==> config.mk <==
export PLATFORM = sky130hd
export DESIGN_NAME = sysctl_reboot_seq
export DESIGN_NICKNAME = d
export VERILOG_FILES = /design/src/rtl/sysctl_pkg.sv /design/src/rtl/sysctl_reboot_wdt.sv /design/src/rtl/sysctl_reboot_seq.sv
export SDC_FILE = /design/constraint.sdc
export NUM_CORES = 1
export LEC_CHECK = 0
export ABC_AREA = 1
export ABC_CLOCK_PERIOD_IN_PS = 2000
export CORE_AREA = 2 2 62 123
export CTS_BUF_LIST = sky130_fd_sc_hd__clkbuf_2 sky130_fd_sc_hd__clkbuf_4 sky130_fd_sc_hd__clkbuf_8
export DETAILED_ROUTE_END_ITERATION = 16
export DIE_AREA = 0 0 64 125
export DONT_BUFFER_PORTS = 1
export PLACE_DENSITY_LB_ADDON = 0.05
export SYNTH_ARGS = -nofsm -noshare
export SYNTH_HDL_FRONTEND = slang
export SYNTH_SLANG_ARGS = --single-unit
==> constraint.sdc <==
create_clock -name sys_clk -period 2 [get_ports sys_clk]
set_input_delay 0 -clock sys_clk [delete_from_list [all_inputs] [get_ports sys_clk]]
set_output_delay 0 -clock sys_clk [all_outputs]
set_load 0.01 [all_outputs]
==> src/rtl/sysctl_pkg.sv <==
`default_nettype none
// ============================================================================
// Module      : sysctl_pkg
// Description : Shared types and IPROG command-stream constants for the
//               system-controller reboot sequencer.
// Revision    : 1.0 - initial release
// ============================================================================
package sysctl_pkg;

    typedef enum logic [1:0] {
        ST_IDLE  = 2'd0,
        ST_ISSUE = 2'd1,
        ST_GAP   = 2'd2,
        ST_DONE  = 2'd3
    } reboot_state_t;

    localparam int IPROG_LEN = 10;
    localparam int IDX_W     = 4;
    localparam logic [IDX_W-1:0] C_IDX_LAST = IDX_W'(IPROG_LEN - 1);

    localparam logic [15:0] C_IPROG_DUMMY      = 16'hFFFF;
    localparam logic [15:0] C_IPROG_SYNC_HI    = 16'hAA99;
    localparam logic [15:0] C_IPROG_SYNC_LO    = 16'h5566;
    localparam logic [15:0] C_IPROG_GEN1_HDR   = 16'h3261;
    localparam logic [15:0] C_IPROG_GEN2_HDR   = 16'h3281;
    localparam logic [7:0]  C_IPROG_GEN2_OPC   = 8'h0B;
    localparam logic [15:0] C_IPROG_CMD_HDR    = 16'h30A1;
    localparam logic [15:0] C_IPROG_CMD        = 16'h000E;
    localparam logic [15:0] C_IPROG_NOOP       = 16'h2000;

    // Word idx of the IPROG stream; words 4 and 6 carry the multiboot address.
    function automatic logic [15:0] iprog_word(input logic [IDX_W-1:0] idx,
                                               input logic [23:0]      addr);
        logic [15:0] w_word;
        w_word = C_IPROG_NOOP;
        case (idx)
            4'd0:    w_word = C_IPROG_DUMMY;
            4'd1:    w_word = C_IPROG_SYNC_HI;
            4'd2:    w_word = C_IPROG_SYNC_LO;
            4'd3:    w_word = C_IPROG_GEN1_HDR;
            4'd4:    w_word = addr[15:0];
            4'd5:    w_word = C_IPROG_GEN2_HDR;
            4'd6:    w_word = {C_IPROG_GEN2_OPC, addr[23:16]};
            4'd7:    w_word = C_IPROG_CMD_HDR;
            4'd8:    w_word = C_IPROG_CMD;
            default: w_word = C_IPROG_NOOP;
        endcase
        return w_word;
    endfunction

endpackage
`default_nettype wire

==> src/rtl/sysctl_reboot_wdt.sv <==
`default_nettype none
// ============================================================================
// Module      : sysctl_reboot_wdt
// Description : Saturating DONE-state watchdog; raises a sticky fallback reset
//               once DONE has lasted WATCHDOG_CYCLES cycles.
//               Only built with SYSCTL_REBOOT_WATCHDOG_EN defined.
// Revision    : 1.0 - initial release
// ============================================================================
`ifdef SYSCTL_REBOOT_WATCHDOG_EN
module sysctl_reboot_wdt #(
    parameter logic [31:0] WATCHDOG_CYCLES = 32'd100000000
) (
    input  logic clk,
    input  logic rst,
    input  logic i_done_enter,
    input  logic i_in_done,
    output logic o_fallback_reset
);

    localparam logic [31:0] C_CNT_MAX = 32'hFFFF_FFFF;

    logic [31:0] r_cnt;
    logic        r_fallback;

    always_ff @(posedge clk or posedge rst) begin
        if (rst) begin
            r_cnt      <= 32'd0;
            r_fallback <= 1'b0;
        end else begin
            if (i_done_enter) begin
                r_cnt <= 32'd0;
            end else if (i_in_done && (r_cnt != C_CNT_MAX)) begin
                r_cnt <= r_cnt + 32'd1;
            end
            if (i_in_done && (r_cnt == (WATCHDOG_CYCLES - 32'd1))) begin
                r_fallback <= 1'b1;
            end
        end
    end

    assign o_fallback_reset = r_fallback;

endmodule
`endif
`default_nettype wire

==> src/rtl/sysctl_reboot_seq.sv <==
`default_nettype none
// ============================================================================
// Module      : sysctl_reboot_seq
// Description : Arbitrates the ICAP driver between CSR word writes and a
//               hardware IPROG reboot sequence; locks software out afterwards.
//               Optional watchdog fallback: SYSCTL_REBOOT_WATCHDOG_EN.
// Revision    : 1.0 - initial release
// ============================================================================
module sysctl_reboot_seq
    import sysctl_pkg::*;
#(
    parameter logic [31:0] watchdog_cycles = 32'd100000000
) (
    input  logic        sys_clk,
    input  logic        sys_rst,
    input  logic        csr_we,
    input  logic [15:0] csr_d,
    input  logic        csr_ce,
    input  logic        csr_write,
    output logic        csr_ready,
    input  logic        reboot_req,
    input  logic [23:0] reboot_addr,
    input  logic        icap_ready,
    output logic        icap_we,
    output logic [15:0] icap_d,
    output logic        icap_ce,
    output logic        icap_write,
    output logic        busy,
    output logic        dropped,
    output logic        fallback_reset
);

    reboot_state_t    r_state;
    reboot_state_t    w_state_nxt;
    logic [IDX_W-1:0] r_idx;
    logic [23:0]      r_addr;
    logic             r_busy;
    logic             r_sw_we;
    logic             r_dropped;
    logic [15:0]      r_icap_d;
    logic             r_icap_ce;
    logic             r_icap_write;

    logic             w_csr_ready;
    logic             w_start;
    logic             w_sw_accept;
    logic             w_issue;
    logic [15:0]      w_word;

    assign w_csr_ready = (r_state == ST_IDLE) & icap_ready & ~reboot_req & ~sys_rst;
    assign w_start     = (r_state == ST_IDLE) & reboot_req;
    assign w_sw_accept = csr_we & w_csr_ready;
    assign w_issue     = (r_state == ST_ISSUE) & icap_ready;
    assign w_word      = iprog_word(r_idx, r_addr);

    always_ff @(posedge sys_clk or posedge sys_rst) begin
        if (sys_rst) begin
            r_state <= ST_IDLE;
        end else begin
            r_state <= w_state_nxt;
        end
    end

    // r_busy distinguishes a reboot-word GAP from a software-word GAP.
    always_comb begin
        w_state_nxt = r_state;
        case (r_state)
            ST_IDLE: begin
                if (reboot_req) begin
                    w_state_nxt = ST_ISSUE;
                end else if (w_sw_accept) begin
                    w_state_nxt = ST_GAP;
                end
            end
            ST_ISSUE: begin
                if (icap_ready) begin
                    w_state_nxt = ST_GAP;
                end
            end
            ST_GAP: begin
                if (!r_busy) begin
                    w_state_nxt = ST_IDLE;
                end else if (r_idx == C_IDX_LAST) begin
                    w_state_nxt = ST_DONE;
                end else begin
                    w_state_nxt = ST_ISSUE;
                end
            end
            ST_DONE:  w_state_nxt = ST_DONE;
            default:  w_state_nxt = ST_IDLE;
        endcase
    end

    always_ff @(posedge sys_clk or posedge sys_rst) begin
        if (sys_rst) begin
            r_idx        <= '0;
            r_addr       <= 24'd0;
            r_busy       <= 1'b0;
            r_sw_we      <= 1'b0;
            r_dropped    <= 1'b0;
            r_icap_d     <= 16'd0;
            r_icap_ce    <= 1'b1;
            r_icap_write <= 1'b1;
        end else begin
            r_sw_we   <= w_sw_accept;
            r_dropped <= csr_we & ~w_csr_ready;
            if (w_start) begin
                r_busy <= 1'b1;
                r_idx  <= '0;
                r_addr <= reboot_addr;
            end
            if (w_sw_accept) begin
                r_icap_d     <= csr_d;
                r_icap_ce    <= csr_ce;
                r_icap_write <= csr_write;
            end
            // Hold the last reboot word on the bus once its strobe is gone.
            if (w_issue) begin
                r_icap_d     <= w_word;
                r_icap_ce    <= 1'b0;
                r_icap_write <= 1'b0;
            end
            if ((r_state == ST_GAP) && r_busy && (r_idx != C_IDX_LAST)) begin
                r_idx <= r_idx + 1'b1;
            end
        end
    end

    // Reboot words are strobed combinationally so ISSUE costs no extra cycle.
    assign icap_we    = r_sw_we | w_issue;
    assign icap_d     = w_issue ? w_word : r_icap_d;
    assign icap_ce    = w_issue ? 1'b0   : r_icap_ce;
    assign icap_write = w_issue ? 1'b0   : r_icap_write;
    assign csr_ready  = w_csr_ready;
    assign busy       = r_busy;
    assign dropped    = r_dropped;

`ifdef SYSCTL_REBOOT_WATCHDOG_EN
    logic w_done_enter;
    logic w_in_done;

    assign w_done_enter = (w_state_nxt == ST_DONE) && (r_state != ST_DONE);
    assign w_in_done    = (r_state == ST_DONE);

    sysctl_reboot_wdt #(
        .WATCHDOG_CYCLES (watchdog_cycles)
    ) u_wdt (
        .clk              (sys_clk),
        .rst              (sys_rst),
        .i_done_enter     (w_done_enter),
        .i_in_done        (w_in_done),
        .o_fallback_reset (fallback_reset)
    );
`else
    logic w_unused_cfg;
    assign w_unused_cfg   = ^watchdog_cycles;
    assign fallback_reset = 1'b0;
`endif

endmodule
`default_nettype wire

# == Word level (Yosys, flattened, before mapping) ==
# Cells that the tools add are included.
# totals
register_bits,51
in_bits,47
out_inout_bits,23
word_cells,61
# op_classes
addsub,1
n_eq_ne,15
n_mux,18
n_bitwise,11
reduce_logical,7
# ops
cell,n
$pmux 16 s9,1
$mux 16,3
$eq 4x3->1 const B,4
$mux 2,5
$eq 4x2->1 const B,2
$eq 4x4->1 const B,2
$mux 4,2
$pmux 2 s4,1
$and 1x1->1,7
$mux 1,6
$add 4x1->4 const B,1
$eq 2x2->1 const B,2
$eq 4x1->1 const B,1
$logic_not 4->1,1
$ne 4x4->1 const B,1
$reduce_bool 2->1,2
$ne 3x3->1 const B,1
$not 1->1,3
$eq 2x1->1 const B,1
$logic_and 1x1->1,2
$logic_not 2->1,1
$ne 2x2->1 const B,1
$reduce_and 2->1,1
$or 1x1->1,1

# == Depth between registers and ports, before layout ==
# Gate-level depths: netlist of the first run.
# logic_depth
depth_word,8
ltp_mapped,10
depth_no_buf,10

# == Worst setup path after synthesis of the first run ==
# Ideal clock, no wire load.
# synth_timing
path_type,reg2reg
from,register r_idx[0]
to,register r_icap_d[7]
setup_time_ns,0.116
t_arrival_ns,1.348
required_time_ns,1.884
path_slack_ns,0.535
path_stages_with_launch,9
path_buffers,0
period_less_slack_ns,1.465
cell_sequence,dfrtp_1 inv_1 ha_1 o21ai_2 nand2_2 o21ai_2 nand2_1 nand2_1 nand2_1
# synth_via
elab_chain_len,3
word_cells_on_any_way,11
cone_classes,eq/ne: 8; mux: 2; reduce/logical: 1
# synth_rtl
item,line_no,rtl
from (decl),sysctl_reboot_seq.sv:35,logic [IDX_W-1:0] r_idx;
from (signal assigned),sysctl_reboot_seq.sv:124,r_idx <= r_idx + 1'b1;
$eq 4x4->1 (tied with other cells),sysctl_pkg.sv:36,case (idx)
$pmux 16 s9 (*),sysctl_pkg.sv:36,
$mux 16 (*),sysctl_reboot_seq.sv:118,if (w_issue) begin
to (signal assigned),sysctl_reboot_seq.sv:113,r_icap_d <= csr_d;
to (signal assigned),sysctl_reboot_seq.sv:119,r_icap_d <= w_word;
to (decl),sysctl_reboot_seq.sv:40,logic [15:0] r_icap_d;
# Every way passes the cells marked *; elsewhere a longest branch is shown, timed or not.
# A chain may end at the register's enable or synchronous reset.

# == Final worst setup path of the first run ==
# layout_timing
from,register r_idx[0]
to,output icap_d[2]
# layout_via
elab_chain_len,3
word_cells_on_any_way,11
cone_classes,eq/ne: 8; mux: 2; reduce/logical: 1
# layout_rtl
item,line_no,rtl
$eq 4x4->1 (tied with other cells),sysctl_pkg.sv:36,
$pmux 16 s9 (*),sysctl_pkg.sv:36,
$mux 16 (*),sysctl_reboot_seq.sv:131,assign icap_d = w_issue ? w_word : r_icap_d;
to (decl),sysctl_reboot_seq.sv:25,"output logic [15:0] icap_d,"
# Marked as above.

==> results of run 1 <==
[state kept, by name (all words and copies together) (netlist names)]
name / cells
r_addr: 24
r_icap_d: 16
r_idx: 4
r_state: 2
busy: 1
dropped: 1
r_icap_ce: 1
r_icap_write: 1
r_sw_we: 1
[cells by family after synthesis]
group / after synthesis / synth area share [%]
buffers and inverters: 41 / 7.210
and+or+nand+nor: 224 / 34.43
DFF: 51 / 46.06
other: 1 / 0.1351
xor gates and xnor gates: 1 / 0.3155
AOI/OAI and AO/OA: 50 / 10.05
adders and majority gates: 4 / 1.803
[stage by stage]
stage               setup slack, ps  util [%]  total power, uW  hold slack, ps  std cells
floorplan                     535.1         -             3393           106.2        372
global placement              268.9     39.68             3883           34.61        453
detailed placement            262.9     39.68             3908           44.10        453
CTS                           76.96     48.24             4800           10.33        509
global route                 -57.56     48.47             5173           46.06        511
finish                        75.84     48.47             4753           13.09        511
[worst max path at each step]
stage	from	to	cells after the start
after floorplan	r_idx[0]	r_icap_d[7]	8
after global placement	r_idx[0]	r_icap_d[14]	6
after detailed placement	r_idx[0]	r_icap_d[0]	6
after CTS	r_idx[0]	icap_d[14]	6
after global routing	r_idx[1]	icap_d[8]	8
final	r_idx[0]	icap_d[2]	8
[final cells by class]
cell class | count | area (um^2)
multi-input combinational | 280 | 1308
timing repair buffer | 53 | 518.0
clock buffer | 6 | 82.58
tap | 92 | 115.1
sequential | 51 | 1279
clock inverter | 2 | 35.03
inverter | 27 | 105.1
fill | 738 | 3660
[timing repair]
item / in CTS / in global routing
endpoints found under the setup margin: 1 / 14
endpoints found under the hold margin: 75 / 0
buffers inserted: 0 / 2
hold buffers: 48 / 0
pin swaps: 0 / 1
resized for setup: 2 / 2
cloned: 0 / 0
[power breakdown]
| group | internal [uW] | leakage (uW) | switching (uW) | total, uW |
|---|---|---|---|---|
| Combinational | 744 | 0.00109 | 1430 | 2180 |
| Sequential | 1480 | 0.000618 | 336 | 1810 |
| Clock | 405 | 0.0000612 | 357 | 762 |
| Total | 2630 | 0.00177 | 2120 | 4750 |
[cells in the mapped netlist]
cell type    n  area share (%)
buf_2        4            0.72
inv_2        4            0.54
dfstp_2      2             1.9
nand2_1    163              22
o21ai_1      2            0.36
nor2_4       3             1.2
clkbuf_4     1            0.27
nor2_1      24             3.2
nand3_2      2            0.72
nand2_2      4            0.90
buf_6        4             1.6
a22oi_1      1            0.27
a21oi_1     13             2.3
nand2_4      1            0.41
nand3_1     22             4.0
xor2_1       1            0.32
clkbuf_2     1            0.18
a21oi_2      1            0.32
conb_1       1            0.14
o32ai_1      1            0.32
nand4_1      2            0.45
o21ai_0     25             4.5
inv_4        1            0.23
clkbuf_1     3            0.41
or2_2        1            0.23
buf_4        1            0.27
o22ai_1      1            0.23
ha_1         4             1.8
dfrtp_1     49              44
inv_1       22             3.0
o21ai_2      4             1.3
nand3_4      2             1.3
a31oi_1      2            0.45
[per-layer routing]
metal	vias up	global-route usage (%)
met4	0	7.033
met2	50	38.54
li1	1262	-
met3	10	3.147
met5	-	0
met1	1218	22.02
==> out/metrics.csv, run 1 <==
stage,metric,value,unit
detailed_routing,drt drc,0,
cells_and_area,Antenna Cells,0,
detailed_routing,vias post-DR,2540,
worst_setup_path,arrival time at the worst endpoint,1920,ps
detailed_routing,Via density,4.971,
timing,period utilization,96.21,%
timing,Max Fclk,519.7,MHz
floorplanning,die width,64,um
worst_setup_path,reg-to-reg critical path endpoint,r_state[1],
floorplanning,initial core utilization,39.09,%
global_route,largest net degree at the start of global routing,34,
clocking,root buffer cell,clkbuf_8,
clocking,"Clk pin slew, worst setup/hold paths",90,ps
worst_setup_path,WS Path Type,register to output pin,
worst_setup_path,R2R setup slack,280,ps
place,Area after DPL,0.002818,mm^2
detailed_routing,"antenna viol nets, final",0,
power,peak supply drop,0.0006157,V
clocking,total CTS buffers,5,
worst_setup_path,crit end category,output pin,
clocking,clk sink count,51,
cells_and_area,share of cells above drive strength 1,9.547,%
timing,Fin. Hold Viols,0,
cells_and_area,Synth-to-Final Area Change,23.97,%
status,status,"finished, final reports clean",
logic_synthesis,Ys Warns,0,
power,Pleak,0.001765,uW
power,Pwr Density,1381,mW/mm^2
worst_setup_path,crit-path most repeated cell,nand2_1,
worst_setup_path,Critical path buffers and inverters,2,
worst_setup_path,worst stage delay on the critical path,440,ps
detailed_routing,router iterations before antenna repair,4,
global_route,antenna violations before repair,0,
global_route,first-pass GRT wire length,12.65,mm
detailed_routing,Post-Route WL,7.679,mm
logic_synthesis,cell count after synthesis,372,
floorplanning,row cnt,44,
detailed_routing,top sig layer,met4,
global_route,total track usage,20.33,%
hold_path,hold-critical path endpoint,busy,
logic_synthesis,#FFs+latches synth,51,
worst_setup_path,Worst path top cell family by delay,simple AND/OR/NAND/NOR gates,
logic_synthesis,synthesized area per cell,7.463,um^2
hold_path,HP Class,primary input to register,
floorplanning,core area,0.007102,mm^2
cells_and_area,"most common cell after layout, fill and taps aside",nand2_1,
cells_and_area,Nets,469,
timing,Clock Skew,12.10,ps
global_route,gr ovfl total,0,
clocking,CTS H-Tree Depth,2,
detailed_routing,met2 wire len,4.277,mm
floorplanning,Die Area,0.008000,mm^2
detailed_routing,Initial DRC Count,101,
clocking,Clock Path Buffers,2,
place,Buffers on Ports,0,
logic_synthesis,count of different cell masters after synthesis,33,
cells_and_area,final instance area,0.003442,mm^2
detailed_routing,post-DR wirelength/cell,15.03,um
hold_path,Worst Hold Launch,reboot_req,
global_route,number of global-route vias before repair,2601,
timing,Setup Viol. Count Final,0,
timing,Rel. slew slack,53.37,%
timing,"Slew Viols, Final",0,
logic_synthesis,Mapped Nets,423,
clocking,CTS tree,built,
worst_setup_path,worst-path fanout max,8,
worst_setup_path,crit path launch type,register,
timing,RSZ-0062 raised after global routing,yes,
worst_setup_path,reg-to-reg startpoint,r_state[1],
logic_synthesis,sequential area share after synthesis,46.06,%
run,Max Cap Viol,0,
clocking,worst skew pair latency,310,ps
logic_synthesis,Mapped Area,0.002776,mm^2
worst_setup_path,FF-to-FF path depth,8,
worst_setup_path,CP Data Required Time,2000,ps
detailed_routing,WL met3,229,um
cells_and_area,most frequent cells in the layout,"nand2_1 (163), dfrtp_1 (49), dlygate4sd3_1 (48)",
floorplanning,Die H,125,um
worst_setup_path,CP cell instances,inv_1 > ha_1 > nand3_2 > inv_1 > nand2_1 > nand3_1 > nand2_1 > nand2_1,
detailed_routing,M1 WL,2.992,mm
timing,setup TNS,0,ps
hold_path,hold-critical path depth,2,
place,DP HPWL,5.566,mm
timing,pin slew with the least headroom to its limit,698.4,ps
timing,min Tclk post-route,1924,ps
floorplanning,IO Count,70,
worst_setup_path,CP max-delay cell,dfrtp_1,
place,Routability Congestion,0.8569,
Power figures use the tool's default switching activity.
==> run 2, diff against run 1 <==
--- a/config.mk
+++ b/config.mk
@@ -7,10 +7,10 @@
 export LEC_CHECK = 0
 export ABC_AREA = 1
 export ABC_CLOCK_PERIOD_IN_PS = 2000
-export CORE_AREA = 2 2 62 123
+export CORE_AREA = 5 5 59 114
 export CTS_BUF_LIST = sky130_fd_sc_hd__clkbuf_2 sky130_fd_sc_hd__clkbuf_4 sky130_fd_sc_hd__clkbuf_8
 export DETAILED_ROUTE_END_ITERATION = 16
-export DIE_AREA = 0 0 64 125
+export DIE_AREA = 0 0 64 119
 export DONT_BUFFER_PORTS = 1
 export PLACE_DENSITY_LB_ADDON = 0.05
 export SYNTH_ARGS = -nofsm -noshare
==> run 2 against run 1 <==
Critical endpoint is now icap_d[13]; largest power group unchanged; sequential cell count unchanged; die area decreased by 4.8%; count of clock-buffer cells in the layout unchanged; fmax up 3.4%.
==> out/metrics.csv, run 2 (synthesis results as in run 1) <==
stage,metric,value,unit,change
timing,"Slew Viols, Final",0,,unchanged
cells_and_area,Biggest register,r_addr,,
worst_setup_path,CP Data Required Time,2000,ps,about the same
detailed_routing,drt drc,0,,unchanged
timing,pin slew with the least headroom to its limit,535.5,ps,-163.0 ps
worst_setup_path,CP max-delay cell,dfrtp_1,,
clocking,CTS H-Tree Depth,2,,unchanged
power,Cell Int Power,2492,uW,-5.2%
timing,RSZ-0062 raised after global routing,no,,
clocking,clk sink count,51,,unchanged
cells_and_area,Antenna Cells,0,,unchanged
floorplanning,row cnt,39,,-11%
worst_setup_path,arrival time at the worst endpoint,1860,ps,-60 ps
hold_path,hold-critical path depth,2,,unchanged
power,Comb pwr share,46.5,%,+0.7 points
global_route,antenna violations before repair,0,,unchanged
clocking,worst skew pair latency,320,ps,about the same
cells_and_area,most frequent cells in the layout,"nand2_1 (163), dfrtp_1 (48), dlygate4sd3_1 (47)",,
worst_setup_path,Critical path buffers and inverters,1,,-1
worst_setup_path,stages on the worst setup path,8,,unchanged
floorplanning,initial core utilization,48.63,%,+9.5 points
power,sequential power share,39.3,%,+1.1 points
place,Area after DPL,0.002791,mm^2,-0.93%
cells_and_area,final instance area,0.003369,mm^2,-2.1%
timing,period utilization,93.06,%,-3.1 points
floorplanning,die width,64,um,unchanged
detailed_routing,Via density,5.229,,+5.2%
place,DP HPWL,5.129,mm,-7.8%
worst_setup_path,worst stage delay on the critical path,420,ps,-20 ps
timing,Clock Skew,14.05,ps,+1.951 ps
floorplanning,Die H,119,um,-4.8%
detailed_routing,vias post-DR,2494,,-1.8%
timing,Rel. slew slack,64.25,%,+11 points
cells_and_area,max reg flops,24,,unchanged
global_route,total track usage,19.46,%,-0.88 points
detailed_routing,Post-Route WL,7.083,mm,-7.8%
cells_and_area,share of cells above drive strength 1,9.615,%,+0.069 points
floorplanning,core area,0.005709,mm^2,-20%
global_route,gr ovfl total,0,,unchanged
timing,hold slack final,42.40,ps,+29.31 ps
timing,Final Worst Setup Slack,138.8,ps,+62.93 ps
power,overall power after layout,4537,uW,-4.5%
clocking,"Setup Fix Bufs, Post-CTS",0,,unchanged
floorplanning,Die Area,0.007616,mm^2,-4.8%
run,Max Cap Viol,0,,unchanged
power,peak supply drop,0.0009775,V,+59%
global_route,largest net degree at the start of global routing,36,,+5.9%
worst_setup_path,crit end category,output pin,,
worst_setup_path,FF-to-FF path depth,7,,-1
timing,Setup Viol. Count Final,0,,unchanged
cells_and_area,"most common cell after layout, fill and taps aside",nand2_1,,
place,Buffers on Ports,0,,unchanged
cells_and_area,Regs by FF count,"r_addr: 24 flops, r_icap_d: 16 flops, r_idx: 4 flops",,
power,clock network power share,14.1,%,-1.9 points
power,Pleak,0.001738,uW,-1.6%
global_route,first-pass GRT wire length,11.92,mm,-5.7%
clocking,root buffer cell,clkbuf_8,,
detailed_routing,"antenna viol nets, final",0,,unchanged
worst_setup_path,WS Path Type,register to output pin,,
place,Routability Congestion,0.8904,,+3.9%
clocking,CTS tree,built,,
worst_setup_path,worst-path fanout max,6,,-2
clocking,Clock Path Buffers,2,,unchanged
detailed_routing,post-DR wirelength/cell,14.85,um,-1.2%
hold_path,HP Class,primary input to register,,
timing,setup TNS,0,ps,unchanged
power,Net Sw Power,2045,uW,-3.7%
place,Placement Setup Slack,308.9,ps,+45.93 ps
cells_and_area,Nets,466,,-0.64%
timing,min Tclk post-route,1861,ps,-62.93 ps
clocking,"Clk pin slew, worst setup/hold paths",100,ps,about the same
timing,Fin. Hold Viols,0,,unchanged
timing,Max Fclk,537.3,MHz,+3.4%
power,switching portion of total power,45.08,%,+0.38 points
detailed_routing,router iterations before antenna repair,4,,unchanged
power,Pwr Density,1347,mW/mm^2,-2.5%
detailed_routing,Initial DRC Count,144,,+43%
floorplanning,IO Count,70,,unchanged
cells_and_area,Synth-to-Final Area Change,21.36,%,
worst_setup_path,CP cell instances,inv_1 > ha_1 > o21ai_2 > nand2_2 > nor2_1 > nand2_1 > nand2_2 > nand2_1,,
status,status,"finished, final reports clean",,
worst_setup_path,Worst path top cell family by delay,simple AND/OR/NAND/NOR gates,,
worst_setup_path,crit path launch type,register,,
global_route,number of global-route vias before repair,2490,,-4.3%
clocking,total CTS buffers,5,,unchanged
run 2: cell types whose count changed in the layout (fill, tap and decap cells not counted), sizes merged:
| cell | delta |
|---|---|
| bufinv | -1 |
| clkinv | -1 |
| dlygate4sd3 | -1 |
| buf | -2 |
| inv | +1 |
| clkinvlp | +1 |
run 2: power by group through the flow:
stage	clock [uW]	sequential, uW	combinational, uW
global placement	0	1790	2010
CTS	670	1780	2110
global route	716	1840	2410
finish	642	1780	2110
detailed placement	0	1800	2030
floorplan	0	1690	1700
run 2: timing repair:
action	4_1_cts	5_1_grt
endpoints found under the setup margin	0	16
hold buffers	47	0
resized for setup	0	5
hold endpoints to repair	69	0
run 2: worst reg2reg max path, cell delays in order, from the launching register on:
cell and delay (ps):
dfrtp_1 400, inv_1 100, nand2_1 110, nor2_4 140, nand2_1 60, inv_1 110, nor2_1 60, dlygate4sd3_1 550
run 2: cell type report:
cell class / count / area, um^2
Clock buffer: 6 / 82.58
Clock inverter: 2 / 16.27
Fill cell: 538 / 2340
Inverter: 27 / 106.4
Multi-Input combinational cell: 280 / 1303
Sequential cell: 51 / 1280
Tap cell: 61 / 76.32
Timing Repair Buffer: 50 / 505.5
run 2: path summary, 6_finish.rpt:
check	start	end	slack, ps
max in group asynchronous	sys_rst	r_idx[2]	1250
setup reg to reg	r_state[1]	dropped	360
min in group asynchronous	sys_rst	dropped	210
setup / recovery	r_idx[1]	icap_d[13]	140
hold reg to reg	r_icap_d[7]	r_icap_d[7]	490
hold / removal	csr_we	r_sw_we	40
run 2: metrics by stage:
| step | utilization (%) | instances |
|---|---|---|
| after floorplan | - | 372 |
| after global placement | 48.89 | 422 |
| after detailed placement | 48.89 | 422 |
| after CTS | 58.86 | 477 |
| after global routing | 59.02 | 477 |
| final | 59.02 | 477 |
run 2: metal layers:
layer  vias up  part of all wire [%]  track usage [%]
met3        18                   5.1            3.766
met5         -                     0                0
met1      1136                    42            24.16
met4         0                   3.6            9.623
li1       1259                     -                -
met2        81                    50            31.61
==> run 3, diff against run 2 <==
--- a/config.mk
+++ b/config.mk
@@ -7,10 +7,10 @@
 export LEC_CHECK = 0
 export ABC_AREA = 1
 export ABC_CLOCK_PERIOD_IN_PS = 2000
-export CORE_AREA = 5 5 59 114
+export CORE_AREA = 5 5 73 142
 export CTS_BUF_LIST = sky130_fd_sc_hd__clkbuf_2 sky130_fd_sc_hd__clkbuf_4 sky130_fd_sc_hd__clkbuf_8
 export DETAILED_ROUTE_END_ITERATION = 16
-export DIE_AREA = 0 0 64 119
+export DIE_AREA = 0 0 78 147
 export DONT_BUFFER_PORTS = 1
 export PLACE_DENSITY_LB_ADDON = 0.05
 export SYNTH_ARGS = -nofsm -noshare
==> run 3 against run 2 <==
Count of clock-buffer cells in the layout up 2; critical path depth down 2; sequential power about the same; fmax down 1.9%; routed wire length up 17%; worst hold slack worse by 15 ps; register-to-register slack worse by 180 ps; worst setup slack worse by 35 ps.
==> out/metrics.csv, run 3 (synthesis results as in run 1) <==
stage,metric,value,unit,change
detailed_routing,vias post-DR,2532,,+1.5%
cells_and_area,Synth-to-Final Area Change,24.47,%,
floorplanning,Die Area,0.01147,mm^2,+51%
place,Inst Count DP,466,,+10%
power,Pleak,0.001757,uW,+1.1%
detailed_routing,"antenna viol nets, final",0,,unchanged
worst_setup_path,worst-path fanout max,6,,unchanged
timing,RSZ-0062 raised after global routing,yes,,
global_route,largest net degree at the start of global routing,34,,-5.6%
worst_setup_path,crit end category,output pin,,
cells_and_area,Final Util,37.58,%,-21 points
place,Buffers on Ports,0,,unchanged
detailed_routing,Initial DRC Count,183,,+27%
global_route,first-pass GRT wire length,13.37,mm,+12%
place,DP HPWL,6.240,mm,+22%
power,peak supply drop,0.0006561,V,-33%
cells_and_area,share of cells above drive strength 1,10.50,%,+0.89 points
clocking,root buffer cell,clkbuf_8,,
detailed_routing,drt drc,0,,unchanged
cells_and_area,most frequent cells in the layout,"nand2_1 (163), dfrtp_1 (48), dlygate4sd3_1 (48)",,
timing,period utilization,94.82,%,+1.8 points
timing,"Slew Viols, Final",0,,unchanged
hold_path,HP Class,primary input to register,,
timing,hold slack final,27.15,ps,-15.26 ps
timing,Max Fclk,527.3,MHz,-1.9%
floorplanning,core area,0.009196,mm^2,+61%
floorplanning,IO Count,70,,unchanged
timing,setup TNS,0,ps,unchanged
cells_and_area,max reg flops,24,,unchanged
worst_setup_path,FF-to-FF path depth,8,,+1
clocking,worst skew pair latency,310,ps,about the same
timing,Fin. Hold Viols,0,,unchanged
clocking,"Clk pin slew, worst setup/hold paths",100,ps,about the same
global_route,antenna violations before repair,0,,unchanged
hold_path,hold-critical path depth,2,,unchanged
detailed_routing,Via density,4.841,,-7.4%
detailed_routing,router iterations before antenna repair,4,,unchanged
worst_setup_path,crit path launch type,register,,
cells_and_area,Multi-input gate area,0.001318,mm^2,+1.2%
timing,Clock Skew,16.36,ps,+2.305 ps
clocking,clk sink count,51,,unchanged
cells_and_area,Seq. cell area,0.001280,mm^2,unchanged
clocking,CTS H-Tree Depth,2,,unchanged
detailed_routing,Post-Route WL,8.254,mm,+17%
global_route,gr ovfl total,0,,unchanged
clocking,CTS tree,built,,
floorplanning,initial core utilization,30.19,%,-18 points
clocking,Clock Path Buffers,2,,unchanged
worst_setup_path,CP Data Required Time,2000,ps,about the same
cells_and_area,fill count,981,,+82%
global_route,total track usage,14.78,%,-4.7 points
timing,Setup Viol. Count Final,0,,unchanged
detailed_routing,post-DR wirelength/cell,15.78,um,+6.3%
cells_and_area,Biggest register,r_addr,,
cells_and_area,Antenna Cells,0,,unchanged
floorplanning,row cnt,50,,+28%
cells_and_area,Regs by FF count,"r_addr: 24 flops, r_icap_d: 16 flops, r_idx: 4 flops",,
power,Pwr Density,1355,mW/mm^2,+0.66%
place,Routability Congestion,0.8070,,-9.4%
floorplanning,Die H,147,um,+24%
worst_setup_path,WS Path Type,register to output pin,,
power,overall power after layout,4684,uW,+3.2%
cells_and_area,"most common cell after layout, fill and taps aside",nand2_1,,
timing,min Tclk post-route,1896,ps,+35.14 ps
global_route,number of global-route vias before repair,2594,,+4.2%
worst_setup_path,arrival time at the worst endpoint,1900,ps,+40 ps
clocking,total CTS buffers,5,,unchanged
status,status,"finished, final reports clean",,
cells_and_area,Nets,469,,+0.64%
run,Max Cap Viol,0,,unchanged
cells_and_area,Finished Layout Cells,523,,+9.6%
floorplanning,die width,78,um,+22%
run 3: final timing paths:
path                         endpoint  slack, ps       start
setup / recovery            icap_d[0]        100    r_idx[1]
hold / removal                   busy         30  reboot_req
setup reg to reg           r_state[1]        180  r_state[0]
hold reg to reg             r_addr[6]        490   r_addr[6]
max in group asynchronous    r_idx[2]       1290     sys_rst
min in group asynchronous     dropped        140     sys_rst
run 3: cell type report:
class	instances	share of cell area, %
clock buffer	8	2.643
timing repair buffer	53	15.35
tap	104	3.765
sequential	51	37.04
inverter	27	3.077
multi-input combinational	280	38.12
run 3: repair_timing:
action                                  4_1_cts  5_1_grt
hold buffers                                 48        0
endpoints found under the hold margin        96        0
pin swaps                                     0        1
endpoints found under the setup margin        4       13
buffers inserted                              0        1
resized for setup                             3        5
run 3: where the power goes:
part / leakage, uW / internal, uW / switching (uW)
registers: 0.000616 / 1480 / 329
clock network: 0.0000498 / 291 / 346
logic: 0.00109 / 768 / 1470
run 3: critical path, cell delays in order, from the launching register on:
cell     delay [ps]
dfrtp_1         410
inv_1           100
ha_1            300
o21ai_2         260
nand3_1         150
o21ai_2         210
nand2_1         150
run 3: per-layer routing:
layer / vias up / global-route usage [%] / share of wire, %
li1: 1261 / - / -
met1: 1198 / 16.88 / 38
met2: 62 / 26.72 / 55
met3: 11 / 3.190 / 4.8
met4: 0 / 4.822 / 2.0
met5: - / 0 / 0
run 3: metrics by stage:
step                      setup slack (ps)  instance area (um^2)
after floorplan                      535.1                  2776
after global placement               246.7                  2853
after detailed placement             206.1                  2853
after CTS                            79.40                  3431
after global routing                -23.06                  3456
final                                103.6                  3456
